File: src/rtl/seg7_scan_driver_if.sv
// Display bus for seg7_scan_driver: scan control and digit data in,
// registered segment/digit drives and frame pulse out.
interface seg7_scan_driver_if #(
  parameter int NUM_DIGITS = 4
);
  logic                    en;
  logic                    load;
  logic [4*NUM_DIGITS-1:0] digits;
  logic [NUM_DIGITS-1:0]   dp_in;
  logic [7:0]              seg_n;
  logic [NUM_DIGITS-1:0]   dig_n;
  logic                    frame_done;

  modport master (
    output en, load, digits, dp_in,
    input  seg_n, dig_n, frame_done
  );

  modport slave (
    input  en, load, digits, dp_in,
    output seg_n, dig_n, frame_done
  );
endinterface

File: src/rtl/seg7_scan_driver.sv
// Multiplexed 7-segment scan driver with shadow-registered digit data.
// Define SEG7_LEADING_ZERO_BLANK_EN to enable leading-zero suppression.
module seg7_scan_driver #(
  parameter int NUM_DIGITS = 4,
  parameter int SCAN_DIV   = 50000,
  parameter int HEX_MODE   = 0
) (
  input  logic clk,
  input  logic rst,
  seg7_scan_driver_if.slave bus
);

  localparam int CW = $clog2(SCAN_DIV);
  localparam int IW = (NUM_DIGITS > 1) ? $clog2(NUM_DIGITS) : 1;
  localparam logic [CW-1:0] CNT_TC = CW'(SCAN_DIV - 1);
  localparam logic [IW-1:0] IDX_TC = IW'(NUM_DIGITS - 1);

  logic [4*NUM_DIGITS-1:0] shadow_q, shadow_d;
  logic [NUM_DIGITS-1:0]   dp_q, dp_d;
  logic [CW-1:0]           cnt_q, cnt_d;
  logic [IW-1:0]           idx_q, idx_d;
  logic                    pend_q, pend_d;
  logic [7:0]              seg_n_q, seg_n_d;
  logic [NUM_DIGITS-1:0]   dig_n_q, dig_n_d;
  logic                    frame_done_q, frame_done_d;

  logic                    tc;
  logic                    wrap;
  logic [3:0]              code;
  logic                    dp_sel;
  logic                    blank;
  logic [NUM_DIGITS-1:0]   blk;
  logic [NUM_DIGITS-1:0]   dig_sel;

  function automatic logic [6:0] decode(input logic [3:0] c);
    logic [6:0] s;
    case (c)
      4'h0: s = 7'h40;
      4'h1: s = 7'h79;
      4'h2: s = 7'h24;
      4'h3: s = 7'h30;
      4'h4: s = 7'h19;
      4'h5: s = 7'h12;
      4'h6: s = 7'h02;
      4'h7: s = 7'h78;
      4'h8: s = 7'h00;
      4'h9: s = 7'h10;
      4'hA: s = (HEX_MODE != 0) ? 7'h08 : 7'h7F;
      4'hB: s = (HEX_MODE != 0) ? 7'h03 : 7'h7F;
      4'hC: s = (HEX_MODE != 0) ? 7'h46 : 7'h7F;
      4'hD: s = (HEX_MODE != 0) ? 7'h21 : 7'h7F;
      4'hE: s = (HEX_MODE != 0) ? 7'h06 : 7'h7F;
      default: s = (HEX_MODE != 0) ? 7'h0E : 7'h7F;
    endcase
    return s;
  endfunction

  always_comb begin
    tc       = (cnt_q == CNT_TC);
    wrap     = bus.en && tc && (idx_q == IDX_TC);
    cnt_d    = cnt_q;
    idx_d    = idx_q;
    if (bus.en) begin
      cnt_d = tc ? '0 : cnt_q + CW'(1);
      if (tc) idx_d = (idx_q == IDX_TC) ? '0 : idx_q + IW'(1);
    end
    shadow_d = bus.load ? bus.digits : shadow_q;
    dp_d     = bus.load ? bus.dp_in : dp_q;
    // Wrap may land while disabled; hold it until digit 0 is shown.
    pend_d       = wrap | (pend_q & ~bus.en);
    frame_done_d = bus.en & pend_q;
  end

  always_comb begin
    blk = '0;
`ifdef SEG7_LEADING_ZERO_BLANK_EN
    begin : lzb
      logic lead;
      lead = 1'b1;
      for (int i = NUM_DIGITS - 1; i >= 1; i--) begin
        if (lead && shadow_q[4*i +: 4] == 4'h0 && !dp_q[i]) blk[i] = 1'b1;
        else lead = 1'b0;
      end
    end
`else
    blk = '0;
`endif
  end

  always_comb begin
    code    = '0;
    dp_sel  = 1'b0;
    blank   = 1'b0;
    dig_sel = '1;
    for (int i = 0; i < NUM_DIGITS; i++) begin
      if (idx_q == IW'(i)) begin
        code       = shadow_q[4*i +: 4];
        dp_sel     = dp_q[i];
        blank      = blk[i];
        dig_sel[i] = 1'b0;
      end
    end
    seg_n_d = 8'hFF;
    dig_n_d = '1;
    if (bus.en) begin
      dig_n_d = dig_sel;
      if (!blank) seg_n_d = {~dp_sel, decode(code)};
    end
  end

  always_ff @(posedge clk or posedge rst) begin
    if (rst) begin
      shadow_q     <= '0;
      dp_q         <= '0;
      cnt_q        <= '0;
      idx_q        <= '0;
      pend_q       <= 1'b0;
      seg_n_q      <= 8'hFF;
      dig_n_q      <= '1;
      frame_done_q <= 1'b0;
    end else begin
      shadow_q     <= shadow_d;
      dp_q         <= dp_d;
      cnt_q        <= cnt_d;
      idx_q        <= idx_d;
      pend_q       <= pend_d;
      seg_n_q      <= seg_n_d;
      dig_n_q      <= dig_n_d;
      frame_done_q <= frame_done_d;
    end
  end

  assign bus.seg_n      = seg_n_q;
  assign bus.dig_n      = dig_n_q;
  assign bus.frame_done = frame_done_q;

endmodule

File: src/flat_wrapper.sv
// flat-port wrapper written by rule: the top's interface ports become plain ports
module seg7_scan_driver_flat 
#(
  parameter int NUM_DIGITS = 4,
  parameter int SCAN_DIV   = 50000,
  parameter int HEX_MODE   = 0
)
  (clk, rst, bus_en, bus_load, bus_digits, bus_dp_in, bus_seg_n, bus_dig_n, bus_frame_done);
  seg7_scan_driver_if #(.NUM_DIGITS(NUM_DIGITS)) bus_i ();
  input  logic clk;
  input  logic rst;
  input wire logic [$bits(bus_i.en)-1:0] bus_en;
  input wire logic [$bits(bus_i.load)-1:0] bus_load;
  input wire logic [$bits(bus_i.digits)-1:0] bus_digits;
  input wire logic [$bits(bus_i.dp_in)-1:0] bus_dp_in;
  output wire logic [$bits(bus_i.seg_n)-1:0] bus_seg_n;
  output wire logic [$bits(bus_i.dig_n)-1:0] bus_dig_n;
  output wire logic [$bits(bus_i.frame_done)-1:0] bus_frame_done;
  assign bus_i.en = bus_en;
  assign bus_i.load = bus_load;
  assign bus_i.digits = bus_digits;
  assign bus_i.dp_in = bus_dp_in;
  assign bus_seg_n = bus_i.seg_n;
  assign bus_dig_n = bus_i.dig_n;
  assign bus_frame_done = bus_i.frame_done;
  seg7_scan_driver #(.NUM_DIGITS(NUM_DIGITS), .SCAN_DIV(SCAN_DIV), .HEX_MODE(HEX_MODE)) u_core (.clk(clk), .rst(rst), .bus(bus_i));
endmodule
File: config.mk
export PLATFORM = sky130hd
export DESIGN_NAME = seg7_scan_driver_flat
export DESIGN_NICKNAME = d
export VERILOG_FILES = /design/src/rtl/seg7_scan_driver_if.sv /design/src/rtl/seg7_scan_driver.sv /design/src/flat_wrapper.sv
export SDC_FILE = /design/constraint.sdc
export NUM_CORES = 1
export LEC_CHECK = 0
export ABC_AREA = 1
export CORE_ASPECT_RATIO = 1.75
export CORE_MARGIN = 2
export CORE_UTILIZATION = 49
export CTS_BUF_LIST = sky130_fd_sc_hd__clkbuf_16
export DETAILED_ROUTE_END_ITERATION = 8
export PLACE_DENSITY = 0.83
export SETUP_SLACK_MARGIN = 0.5
export SLEW_MARGIN = 20
export SYNTH_ARGS = -nofsm -noshare
export SYNTH_HDL_FRONTEND = slang
export SYNTH_SLANG_ARGS = --single-unit
export TNS_END_PERCENT = 5
File: constraint.sdc
create_clock -name clk -period 2.1 [get_ports clk]
set_clock_uncertainty 0.2 [all_clocks]
set_input_delay 0.42 -clock clk [delete_from_list [all_inputs] [get_ports clk]]
set_output_delay 0.42 -clock clk [all_outputs]
set_load 0.01 [all_outputs]
==> results of run 1 <==
flip-flops by register name, indices dropped and copies added (netlist names):
signal                 cells
u_core.bus.dig_n           4
u_core.bus.frame_done      1
u_core.bus.seg_n           8
u_core.cnt_q              16
u_core.dp_q                4
u_core.idx_q               2
u_core.pend_q              1
u_core.shadow_q           16
metal layers:
layer  vias up  part of all wire  track usage  wire length (um)
met5         -                 0            0                 0
met4         0             0.031        0.104               194
met3        21             0.044       0.0396               273
met2        87              0.58        0.431              3610
met1      1087              0.35        0.243              2180
li1       1091                 -            -                 -
worst paths after layout:
check	startpoint	endpoint	slack (ns)	cells past startpoint
worst max-delay path	u_core.idx_q[1]	u_core.bus.seg_n[3]	0.17	8
worst min-delay path	rst	u_core.cnt_q[1]	0.27	2
worst max register to register	u_core.idx_q[1]	u_core.bus.seg_n[3]	0.17	8
worst min register to register	u_core.dp_q[3]	u_core.bus.seg_n[7]	0.30	1
max in group asynchronous	rst	u_core.bus.dig_n[2]	0.91	3
min in group clk	u_core.dp_q[3]	u_core.bus.seg_n[7]	0.30	1
metrics by stage:
stage	setup slack, ns	instance area [um2]	util	total power, W
2_1_floorplan	0.253	2700	-	0.00163
3_3_place_gp	0.191	3200	0.609	0.00181
3_5_place_dp	0.101	3200	0.609	0.00185
4_1_cts	0.217	3490	0.665	0.00263
5_1_grt	0.0885	3520	0.670	0.00278
6_report	0.170	3520	0.670	0.00262
cell type report:
| type | count | share of cell area |
|---|---|---|
| Sequential cell | 52 | 0.374 |
| Clock buffer | 5 | 0.0355 |
| Tap cell | 55 | 0.0195 |
| Timing Repair Buffer | 60 | 0.160 |
| Clock inverter | 3 | 0.00497 |
| Multi-Input combinational cell | 203 | 0.358 |
| Inverter | 41 | 0.0476 |
cells in the mapped netlist:
library cell | number | share of area
sky130_fd_sc_hd__nand3_1 | 17 | 0.032
sky130_fd_sc_hd__xnor2_1 | 1 | 0.0033
sky130_fd_sc_hd__o21a_1 | 1 | 0.0028
sky130_fd_sc_hd__nor3b_1 | 1 | 0.0028
sky130_fd_sc_hd__nor3_2 | 1 | 0.0038
sky130_fd_sc_hd__buf_2 | 3 | 0.0056
sky130_fd_sc_hd__nand2_1 | 82 | 0.12
sky130_fd_sc_hd__o21bai_1 | 1 | 0.0028
sky130_fd_sc_hd__ha_1 | 6 | 0.028
sky130_fd_sc_hd__dfstp_2 | 12 | 0.12
sky130_fd_sc_hd__nor2_2 | 1 | 0.0024
sky130_fd_sc_hd__clkbuf_1 | 3 | 0.0042
sky130_fd_sc_hd__xor2_1 | 6 | 0.020
sky130_fd_sc_hd__inv_1 | 39 | 0.055
sky130_fd_sc_hd__o21ai_1 | 1 | 0.0019
sky130_fd_sc_hd__mux2_2 | 14 | 0.059
sky130_fd_sc_hd__nand3_2 | 1 | 0.0038
sky130_fd_sc_hd__o31ai_1 | 1 | 0.0028
sky130_fd_sc_hd__nor2_8 | 1 | 0.0075
sky130_fd_sc_hd__nand4_1 | 9 | 0.021
sky130_fd_sc_hd__inv_2 | 2 | 0.0028
sky130_fd_sc_hd__o21ai_0 | 18 | 0.034
sky130_fd_sc_hd__dfrtp_1 | 40 | 0.38
sky130_fd_sc_hd__nor2_4 | 1 | 0.0042
sky130_fd_sc_hd__a21oi_4 | 2 | 0.012
sky130_fd_sc_hd__nor2_1 | 17 | 0.024
sky130_fd_sc_hd__nand2_2 | 3 | 0.0071
sky130_fd_sc_hd__nor3_1 | 8 | 0.015
sky130_fd_sc_hd__a21oi_1 | 7 | 0.013
sky130_fd_sc_hd__nand2_4 | 1 | 0.0042
sky130_fd_sc_hd__buf_6 | 1 | 0.0042
sky130_fd_sc_hd__o221ai_1 | 1 | 0.0033
sky130_fd_sc_hd__nand3_4 | 1 | 0.0066
repair_timing:
| action | 4_1_cts | 5_1_grt |
|---|---|---|
| pin swaps | 10 | 9 |
| buffers inserted | 11 | 2 |
| setup endpoints to repair | 31 | 38 |
| resized for setup | 31 | 5 |
kinds of logic (layout without fill, tap and decap cells):
logic type | after synthesis | count (layout) | share of synthesized area
AOI/OAI and AO/OA | 32 | 32 | 0.0729
adders and majority gates | 6 | 6 | 0.0282
muxes | 14 | 14 | 0.0592
and+or+nand+nor | 144 | 144 | 0.250
DFF | 52 | 52 | 0.495
buffers and inverters | 48 | 109 | 0.0719
xor gates and xnor gates | 7 | 7 | 0.0230
power breakdown:
part	switching, W	total (W)	internal [W]
Sequential	0.000129	0.00127	0.00114
Clock	0.000343	0.000782	0.000439
Combinational	0.000326	0.000567	0.000241
Total	0.000798	0.00262	0.00182
critical path, stage by stage, from the launching register on:
cell and delay (ns):
sky130_fd_sc_hd__dfrtp_2 0.44, sky130_fd_sc_hd__buf_12 0.14, sky130_fd_sc_hd__ha_4 0.20, sky130_fd_sc_hd__a21oi_2 0.16
sky130_fd_sc_hd__nand2_2 0.10, sky130_fd_sc_hd__a21oi_4 0.22, sky130_fd_sc_hd__nand2_4 0.09, sky130_fd_sc_hd__a21oi_4 0.22
sky130_fd_sc_hd__nand2_1 0.08
==> impl_metrics.ini, run 1 <==
[final_layout]
finish.cell_count_without_fillers = 419
layout.area.seq_um2 = 1320
syn2layout_area_growth_pct = 32.3
share_of_layout_cells_above_drive_strength_1 = 0.264
num-fill-cells = 394
multi_input_area_um2 = 1260
layout.nets = 393
antenna_cell_count = 0
layout_common_cells = sky130_fd_sc_hd__nand2_1 (77), sky130_fd_sc_hd__dfrtp_1 (38), sky130_fd_sc_hd__inv_1 (32)
layout_commonest_cell = sky130_fd_sc_hd__nand2_1

[die]
die_h_um = 101
dieArea_um2 = 6060
num_rows = 35
io_pins = 37
initial_cell_density_of_the_core = 0.506
design.core.area_um2 = 5260
fp.dieW_um = 59.7

[power]
max-vdd-ir-drop_uv = 526
power_per_cell_area_nw_per_um2 = 744
power.leakage_nw = 1.61

[sta]
worst_slew_pin_slew_ns = 0.388
rsz_0062_raised_after_global_routing = true
timing.hold.ws_ns = 0.272
finalMaxSlewViolations = 0
maxClockFrequency_mhz = 518
finalSetupTns_ns = 0
period_share = 0.919
report.final.setup_viol = 0
timing.max_slew.rel_slack = 0.741
final.min_clock_period_ns = 1.93
timing_hold_violations_final = 0

[worst_setup_path]
endpoint_kind = flip-flop
worstSetupPathType = flip-flop to flip-flop
worst-endpoint-required_ns = 2.11
sort_of_element_at_the_start_of_the_critical_path = flip-flop
critical_path.max_fanout = 8
critPathArrivalTime_ns = 1.94

[grt]
grt_first_pass_wirelength_mm = 10.6
antenna_violations_before_repair = 0
grt_start_max_net_pins = 27
groute.usage.overall = 0.232
vias_in_the_first_global_route = 2329
grt-ovfl-total = 0

[synthesis]
synth_seq_area_share = 0.495
postSynthCellCount = 303
synth.distinct_cells = 33
syn_area_per_cell_um2 = 8.78
synth-seq-cells = 52
postSynthNetCount = 333
synth_warnings = 0
syn-cell-area_um2 = 2660

[outcome]
outcome = finished, final reports clean

[clocking]
worst_setup_hold_path_clk_slew_ns = 0.06
tritoncts_clock_tree = yes
clock_sink_count = 52
ctsHoldBuffers = 0
cts_max_level = 2
clk_root_buffer_cell = sky130_fd_sc_hd__clkbuf_16
clock_path_buffers = 2
worst_skew_pair.late_latency_ns = 0.29
cts-buffers-inserted = 5

[flow_run]
drv_cap = 0

[drt]
num_vias = 2286
post_detailed_route_via_to_cell_ratio = 5.46
routed_wirelength_mm = 6.26
route.detailed.wl_per_inst_um = 14.9
firstDrtPassIters = 5
drt.antenna.violating_nets = 0
dr.first_iter.drc_count = 111
detail_route.drc_violations = 0

[placed_design]
numPortBuffers = 36
dpl.hpwl_mm = 4.59
rd_place_congestion = 0.947
dp_cells = 398

[worst_hold_path]
hold_path_class = primary input to async pin
Power figures use the tool's default switching activity.
==> inputs of run 2 (changes only) <==
Settings changed: HOLD_SLACK_MARGIN set to 0.03.
==> results of run 2 <==
Same layout as run 1: the final DEF is identical, and so are final timing and power.
